<file path="config.mk">
export PLATFORM = sky130hd
export DESIGN_NAME = ibex_wb_merge
export DESIGN_NICKNAME = d
export VERILOG_FILES = /design/src/rtl/ibex_wb_merge.sv
export SDC_FILE = /design/constraint.sdc
export NUM_CORES = 1
export LEC_CHECK = 0
export BUFFER_PORTS_ARGS = -buffer_cell sky130_fd_sc_hd__buf_2
export CAP_MARGIN = 25
export CORE_MARGIN = 1
export CORE_UTILIZATION = 45
export CTS_CLUSTER_SIZE = 8
export DETAILED_ROUTE_END_ITERATION = 10
export GPL_ROUTABILITY_DRIVEN = 0
export PLACE_DENSITY_LB_ADDON = 0.1
export REMOVE_ABC_BUFFERS = 1
export SKIP_LAST_GASP = 1
export SYNTH_ARGS = -nofsm -noshare
export SYNTH_HDL_FRONTEND = slang
export SYNTH_SLANG_ARGS = --single-unit
</file>
<file path="constraint.sdc">
create_clock -name clk_i -period 2.96 [get_ports clk_i]
set_input_delay 0.296 -clock clk_i [delete_from_list [all_inputs] [get_ports clk_i]]
set_output_delay 0.296 -clock clk_i [all_outputs]
set_load 0.01 [all_outputs]
</file>
<file path="src/rtl/ibex_wb_merge.sv">
// Writeback merge: arbitrates load responses and EX results onto one register-file
// write port, tracks pending load destinations and forwards in-flight write data.
module ibex_wb_merge #(
    parameter int unsigned DataWidth = 32,
    parameter bit          RV32E     = 1'b0,
    parameter int unsigned LoadDepth = 2
) (
    input  logic                 clk_i,
    input  logic                 rst_i,
    input  logic                 ex_valid_i,
    output logic                 ex_ready_o,
    input  logic [4:0]           ex_waddr_i,
    input  logic [DataWidth-1:0] ex_wdata_i,
    input  logic                 ld_issue_i,
    output logic                 ld_ready_o,
    input  logic [4:0]           ld_waddr_i,
    input  logic                 lsu_rvalid_i,
    input  logic                 lsu_err_i,
    input  logic [DataWidth-1:0] lsu_rdata_i,
    output logic                 rf_we_o,
    output logic [4:0]           rf_waddr_o,
    output logic [DataWidth-1:0] rf_wdata_o,
    input  logic [4:0]           raddr_a_i,
    input  logic [DataWidth-1:0] rf_rdata_a_i,
    output logic [DataWidth-1:0] rdata_a_o,
    output logic                 busy_a_o,
    input  logic [4:0]           raddr_b_i,
    input  logic [DataWidth-1:0] rf_rdata_b_i,
    output logic [DataWidth-1:0] rdata_b_o,
    output logic                 busy_b_o
);

    // Queue storage is sized for the largest legal depth; only LoadDepth slots are used.
    localparam int unsigned QMAX  = 4;
    localparam logic [2:0]  DEPTH = 3'(LoadDepth);
    localparam logic [1:0]  LAST  = 2'(LoadDepth - 1);

    logic                 skid_valid_reg, skid_valid_next;
    logic [4:0]           skid_addr_reg, skid_addr_next;
    logic [DataWidth-1:0] skid_data_reg, skid_data_next;

    logic                 rf_we_reg, rf_we_next;
    logic [4:0]           rf_waddr_reg, rf_waddr_next;
    logic [DataWidth-1:0] rf_wdata_reg, rf_wdata_next;

    logic [4:0]           q_addr_reg [QMAX];
    logic [QMAX-1:0]      q_valid_reg;
    logic [1:0]           head_reg, tail_reg;
    logic [2:0]           count_reg;

    logic                 ex_accept, lsu_pop, ld_push;
    logic [4:0]           head_addr;

    function automatic logic keep_write(input logic [4:0] addr);
        return (addr != 5'd0) && !(RV32E && addr[4]);
    endfunction

    function automatic logic [1:0] ptr_inc(input logic [1:0] ptr);
        return (ptr == LAST) ? 2'd0 : ptr + 2'd1;
    endfunction

    assign ex_ready_o = !skid_valid_reg;
    assign ld_ready_o = (count_reg < DEPTH);
    assign ex_accept  = ex_valid_i && !skid_valid_reg;
    assign lsu_pop    = lsu_rvalid_i && (count_reg != 3'd0);
    assign ld_push    = ld_issue_i && ld_ready_o;
    assign head_addr  = q_addr_reg[head_reg];

    assign rf_we_o    = rf_we_reg;
    assign rf_waddr_o = rf_waddr_reg;
    assign rf_wdata_o = rf_wdata_reg;

    // Load response wins; an EX request accepted alongside it is parked in the skid buffer.
    always_comb begin
        skid_valid_next = skid_valid_reg;
        skid_addr_next  = skid_addr_reg;
        skid_data_next  = skid_data_reg;
        rf_we_next      = 1'b0;
        rf_waddr_next   = rf_waddr_reg;
        rf_wdata_next   = rf_wdata_reg;
        if (lsu_pop) begin
            rf_we_next    = !lsu_err_i && keep_write(head_addr);
            rf_waddr_next = head_addr;
            rf_wdata_next = lsu_rdata_i;
            if (ex_accept) begin
                skid_valid_next = 1'b1;
                skid_addr_next  = ex_waddr_i;
                skid_data_next  = ex_wdata_i;
            end
        end else if (skid_valid_reg) begin
            rf_we_next      = keep_write(skid_addr_reg);
            rf_waddr_next   = skid_addr_reg;
            rf_wdata_next   = skid_data_reg;
            skid_valid_next = 1'b0;
        end else if (ex_accept) begin
            rf_we_next    = keep_write(ex_waddr_i);
            rf_waddr_next = ex_waddr_i;
            rf_wdata_next = ex_wdata_i;
        end
    end

    always_ff @(posedge clk_i or posedge rst_i) begin
        if (rst_i) begin
            skid_valid_reg <= 1'b0;
            skid_addr_reg  <= 5'd0;
            skid_data_reg  <= '0;
            rf_we_reg      <= 1'b0;
            rf_waddr_reg   <= 5'd0;
            rf_wdata_reg   <= '0;
        end else begin
            skid_valid_reg <= skid_valid_next;
            skid_addr_reg  <= skid_addr_next;
            skid_data_reg  <= skid_data_next;
            rf_we_reg      <= rf_we_next;
            rf_waddr_reg   <= rf_waddr_next;
            rf_wdata_reg   <= rf_wdata_next;
        end
    end

    // Push and pop never touch the same slot: that would need the queue both empty and full.
    always_ff @(posedge clk_i or posedge rst_i) begin
        if (rst_i) begin
            for (int i = 0; i < QMAX; i++) begin
                q_addr_reg[i] <= 5'd0;
            end
            q_valid_reg <= '0;
            head_reg    <= 2'd0;
            tail_reg    <= 2'd0;
            count_reg   <= 3'd0;
        end else begin
            if (lsu_pop) begin
                q_valid_reg[head_reg] <= 1'b0;
                head_reg              <= ptr_inc(head_reg);
            end
            if (ld_push) begin
                q_addr_reg[tail_reg]  <= ld_waddr_i;
                q_valid_reg[tail_reg] <= 1'b1;
                tail_reg              <= ptr_inc(tail_reg);
            end
            count_reg <= count_reg + {2'b00, ld_push} - {2'b00, lsu_pop};
        end
    end

    logic [4:0]           raddr     [2];
    logic [DataWidth-1:0] rf_rdata  [2];
    logic [DataWidth-1:0] fwd_rdata [2];
    logic [1:0]           busy;

    assign raddr[0]    = raddr_a_i;
    assign raddr[1]    = raddr_b_i;
    assign rf_rdata[0] = rf_rdata_a_i;
    assign rf_rdata[1] = rf_rdata_b_i;
    assign rdata_a_o   = fwd_rdata[0];
    assign rdata_b_o   = fwd_rdata[1];
    assign busy_a_o    = busy[0];
    assign busy_b_o    = busy[1];

    for (genvar gi = 0; gi < 2; gi++) begin : g_port
        logic [QMAX-1:0] hit;
        for (genvar gj = 0; gj < QMAX; gj++) begin : g_slot
            assign hit[gj] = q_valid_reg[gj] && (q_addr_reg[gj] == raddr[gi]);
        end
        assign busy[gi] = (raddr[gi] != 5'd0) && (|hit);

        // Skid buffer holds the younger instruction, so it shadows the output register.
        always_comb begin
            fwd_rdata[gi] = rf_rdata[gi];
            if (raddr[gi] == 5'd0) begin
                fwd_rdata[gi] = '0;
            end else if (skid_valid_reg && (skid_addr_reg == raddr[gi])) begin
                fwd_rdata[gi] = skid_data_reg;
            end else if (rf_we_reg && (rf_waddr_reg == raddr[gi])) begin
                fwd_rdata[gi] = rf_wdata_reg;
            end
        end
    end

endmodule

</file>
==> summary.log <==
INFO  sta            tightest_slew=0.8049ns
INFO  flow_run       max-cap-violations=0
INFO  finish         finish.instance_area=9133um2
INFO  setup_path     cp_max_fo=22
INFO  clocking       clock_sink_count=107
INFO  placed_design  place_worst_setup_slack=0.4694ns
INFO  die            num_rows=46
INFO  yosys          postSynthRegisterBits=107
INFO  routing        detail_route.wl_per_cell=19.29um
INFO  yosys          synth-async-reset-ratio=1.000
INFO  setup_path     top_family_by_delay_on_critical_path=simple AND/OR/NAND/NOR gates
INFO  die            die-area=16,890um2
INFO  global_routing global_route_wire_length_before_repair=33,790um
INFO  clocking       cts_max_path_buffers=2
INFO  global_routing track_usage=0.2657
INFO  yosys          yosysWarningCount=0
INFO  finish         final_non_filler_cell_total=1,170
INFO  routing        vias=6,475
INFO  setup_path     max_stage_delay=0.42ns
INFO  setup_path     timing_worst_setup_path_type=flip-flop to output pin
INFO  pwr            internal_power=0.004088W
INFO  clocking       worstSkewPairLatency=0.35ns
INFO  global_routing grt_start_max_net_pins=65
INFO  placed_design  detailedPlacementHpwl=16,670um
INFO  pwr            pwr-share-clk=0.194
INFO  yosys          mappedNetlistArea=7370um2
INFO  pwr            p_seq_frac=0.422
INFO  yosys          postSynthCellCount=722
INFO  global_routing grt_overflow_total=0
INFO  routing        dr.pass1.iters=4
INFO  finish         drive_gt1_frac=0.4506
INFO  sta            hold_slack=0.09375ns
INFO  setup_path     timing.critical_path.cells=xor2_1 > nor4_1 > and3_2 > buf_4 > mux2i_1 > a211oi_2 > buf_2
INFO  clocking       tritoncts_clock_tree=done
INFO  sta            timing.max_slew.rel_slack=0.4634
INFO  clocking       post_cts_hold_buffer_count=0
INFO  sta            rsz0062_at_grt=false
INFO  sta            layout_worst_path_cycle_share=0.9313
INFO  clocking       clkTransAtPathRegs=0.07ns
INFO  die            die_height=130.0um
INFO  status         outcome=complete, no violations
INFO  placed_design  placed_cells_incl_taps=1,153
INFO  pwr            switching_share=0.3878
INFO  pwr            net-switching-power=0.002590W
INFO  clocking       root_buffer=clkbuf_16
INFO  setup_path     startpoint_type=flip-flop
INFO  finish         mostFrequentLayoutCells=buf_2, dfrtp_1, nor2_1, mux2i_1, a211oi_2
INFO  placed_design  postPlaceCellArea=8810um2
INFO  clocking       cts_post_setup_buffers_inserted=0
INFO  setup_path     regToRegSetupSlack=0.86ns
INFO  die            design.portCount=260
INFO  global_routing grt_antenna_before_repair=6
INFO  routing        first_iter_violations=261
INFO  pwr            static-leakage-power=4.039nW
INFO  yosys          synth_area_per_cell=10.21um2
INFO  setup_path     required=2.66ns
INFO  routing        detail_route.vias_per_cell=5.534
INFO  die            core-area=15,940um2
INFO  finish         area.growth.synth_to_final=23.92%
INFO  sta            worst_clock_skew=0.006774ns
INFO  routing        detail_route.drc_violations=0
INFO  setup_path     critical-path-slowest-cell=dfrtp_1
INFO  routing        detail_route.wirelength=22,570um
INFO  sta            slew_viol_final=0
INFO  yosys          synth_seq_area_share=0.3633
INFO  pwr            p_per_area=731.3nW/um2
INFO  die            floorplan.initialDensity=0.4623
INFO  hold_path      hold_crit_class=input pin to asynchronous set/reset pin
INFO  yosys          synth_cell_type_count=37
INFO  sta            timing.final.crit_period=2.757ns
INFO  global_routing first_global_vias=5,970
INFO  setup_path     timing.critical_path.to_type=output pin
INFO  pwr            vdd_ir_drop_max=0.0003824V
INFO  clocking       cts_buffers=9
INFO  sta            setup_viol_count_final=0
INFO  yosys          synth_enable_flop_cells=0
INFO  setup_path     worst-path-buf-inv=2
INFO  placed_design  numPortBuffers=259
INFO  pwr            power_frac_comb=0.384
INFO  clocking       cts_htree_levels=3
INFO  clocking       post_cts_resized=0
INFO  sta            final_critical_path_setup_slack=0.2033ns
INFO  setup_path     worst_ep_arrival_time=2.46ns
INFO  sta            timing_hold_violations_final=0
INFO  routing        antenna_violating_nets_post_route=0
INFO  sta            timing.setup.tns=0ns
INFO  finish         final_net_count=1,105
INFO  yosys          yosys_most_used_dff=dfrtp_1
INFO  finish         layout_commonest_cell=buf_2
INFO  die            dieWidth=130.0um
INFO  sta            fmax=362.7MHz
through the flow:
step	utilization	power, W
after detailed placement	0.5526	0.005418
after global routing	0.5728	0.007122
after floorplan	-	0.004293
after CTS	0.5725	0.006734
after global placement	0.5526	0.005366
final	0.5728	0.006678
cell usage after synthesis, types with 2 or more instances:
library cell,number,area (um2)
and2_1,2,12.51
nand2_1,43,161.4
dfrtp_1,107,2678
o31ai_1,3,22.52
nor3_1,2,10.01
a221oi_1,27,236.5
a21oi_1,13,65.06
buf_12,6,120.1
nor2_2,2,12.51
xor2_1,49,429.2
mux4_2,5,112.6
a211oi_2,60,750.7
nor4_1,12,75.07
nor2_1,105,394.1
nand3_1,8,40.04
a211oi_1,4,30.03
and3_1,4,25.02
mux2_2,57,641.9
mux2i_1,74,740.7
a31oi_1,4,25.02
ha_1,2,25.02
buf_6,6,67.56
buf_2,28,140.1
o21ai_0,41,205.2
or4_1,4,30.03
clkbuf_1,23,86.33
inv_1,7,26.28
xnor2_1,15,131.4
power groups by stage:
stage	clock (W)	sequential [W]	combinational [W]
global route	0.00138	0.00291	0.00283
detailed placement	0	0.00284	0.00258
floorplan	0	0.00269	0.00160
global placement	0	0.00283	0.00254
CTS	0.00133	0.00281	0.00259
finish	0.00130	0.00282	0.00256
worst reg2reg max path, cell delays in order (launching register included):
cell     delay [ns]
dfrtp_1        0.45
o31a_2         0.56
xnor2_1        0.24
ha_1           0.16
inv_1          0.05
fa_1           0.37
xor2_1         0.17
kinds of logic after synthesis:
logic type               after synthesis  share of synthesized area
AO/OA/AOI/OAI                        154                     0.1834
buffers and inverters                 71                    0.06027
XOR/XNOR                              64                    0.07606
flip-flops                           107                     0.3633
multiplexers                         136                     0.2029
AND/OR/NAND/NOR                      187                     0.1080
adder cells (fa/ha/maj)                3                   0.006112
metal layers:
metal | track usage | share of wire | up-vias
met4 | 0.1149 | 0.034 | 8
met5 | 0 | 0.0022 | -
met2 | 0.4615 | 0.50 | 211
met1 | 0.3218 | 0.41 | 3140
met3 | 0.05043 | 0.053 | 51
li1 | - | - | 3065
path summary, 6_finish.rpt:
kind | from | endpoint | cells after the start
worst max-delay path | rf_waddr_o[3]$_DFFE_PP0P_ | rdata_b_o[21] | 7
worst min-delay path | rst_i | skid_data_reg[2]$_DFFE_PP0P_ | 2
worst max register to register | count_reg[1]$_DFF_PP0_ | count_reg[2]$_DFF_PP0_ | 6
min in group clk_i | ex_wdata_i[0] | skid_data_reg[0]$_DFFE_PP0P_ | 2
worst min register to register | rf_wdata_o[8]$_DFFE_PP0P_ | rf_wdata_o[8]$_DFFE_PP0P_ | 2
max in group asynchronous | rst_i | skid_addr_reg[3]$_DFFE_PP0P_ | 3
cell type report:
class	instances	area, um2
inverters	7	28.78
multi-input cells	544	4310
diodes	2	5.005
clock inverters	4	75.07
repair buffers	279	1521
flip-flops and latches	107	2679
clock buffers	11	242.7
fillers	1493	6810
well taps	216	270.3
No activity file was read; power rests on OpenSTA's default activity.
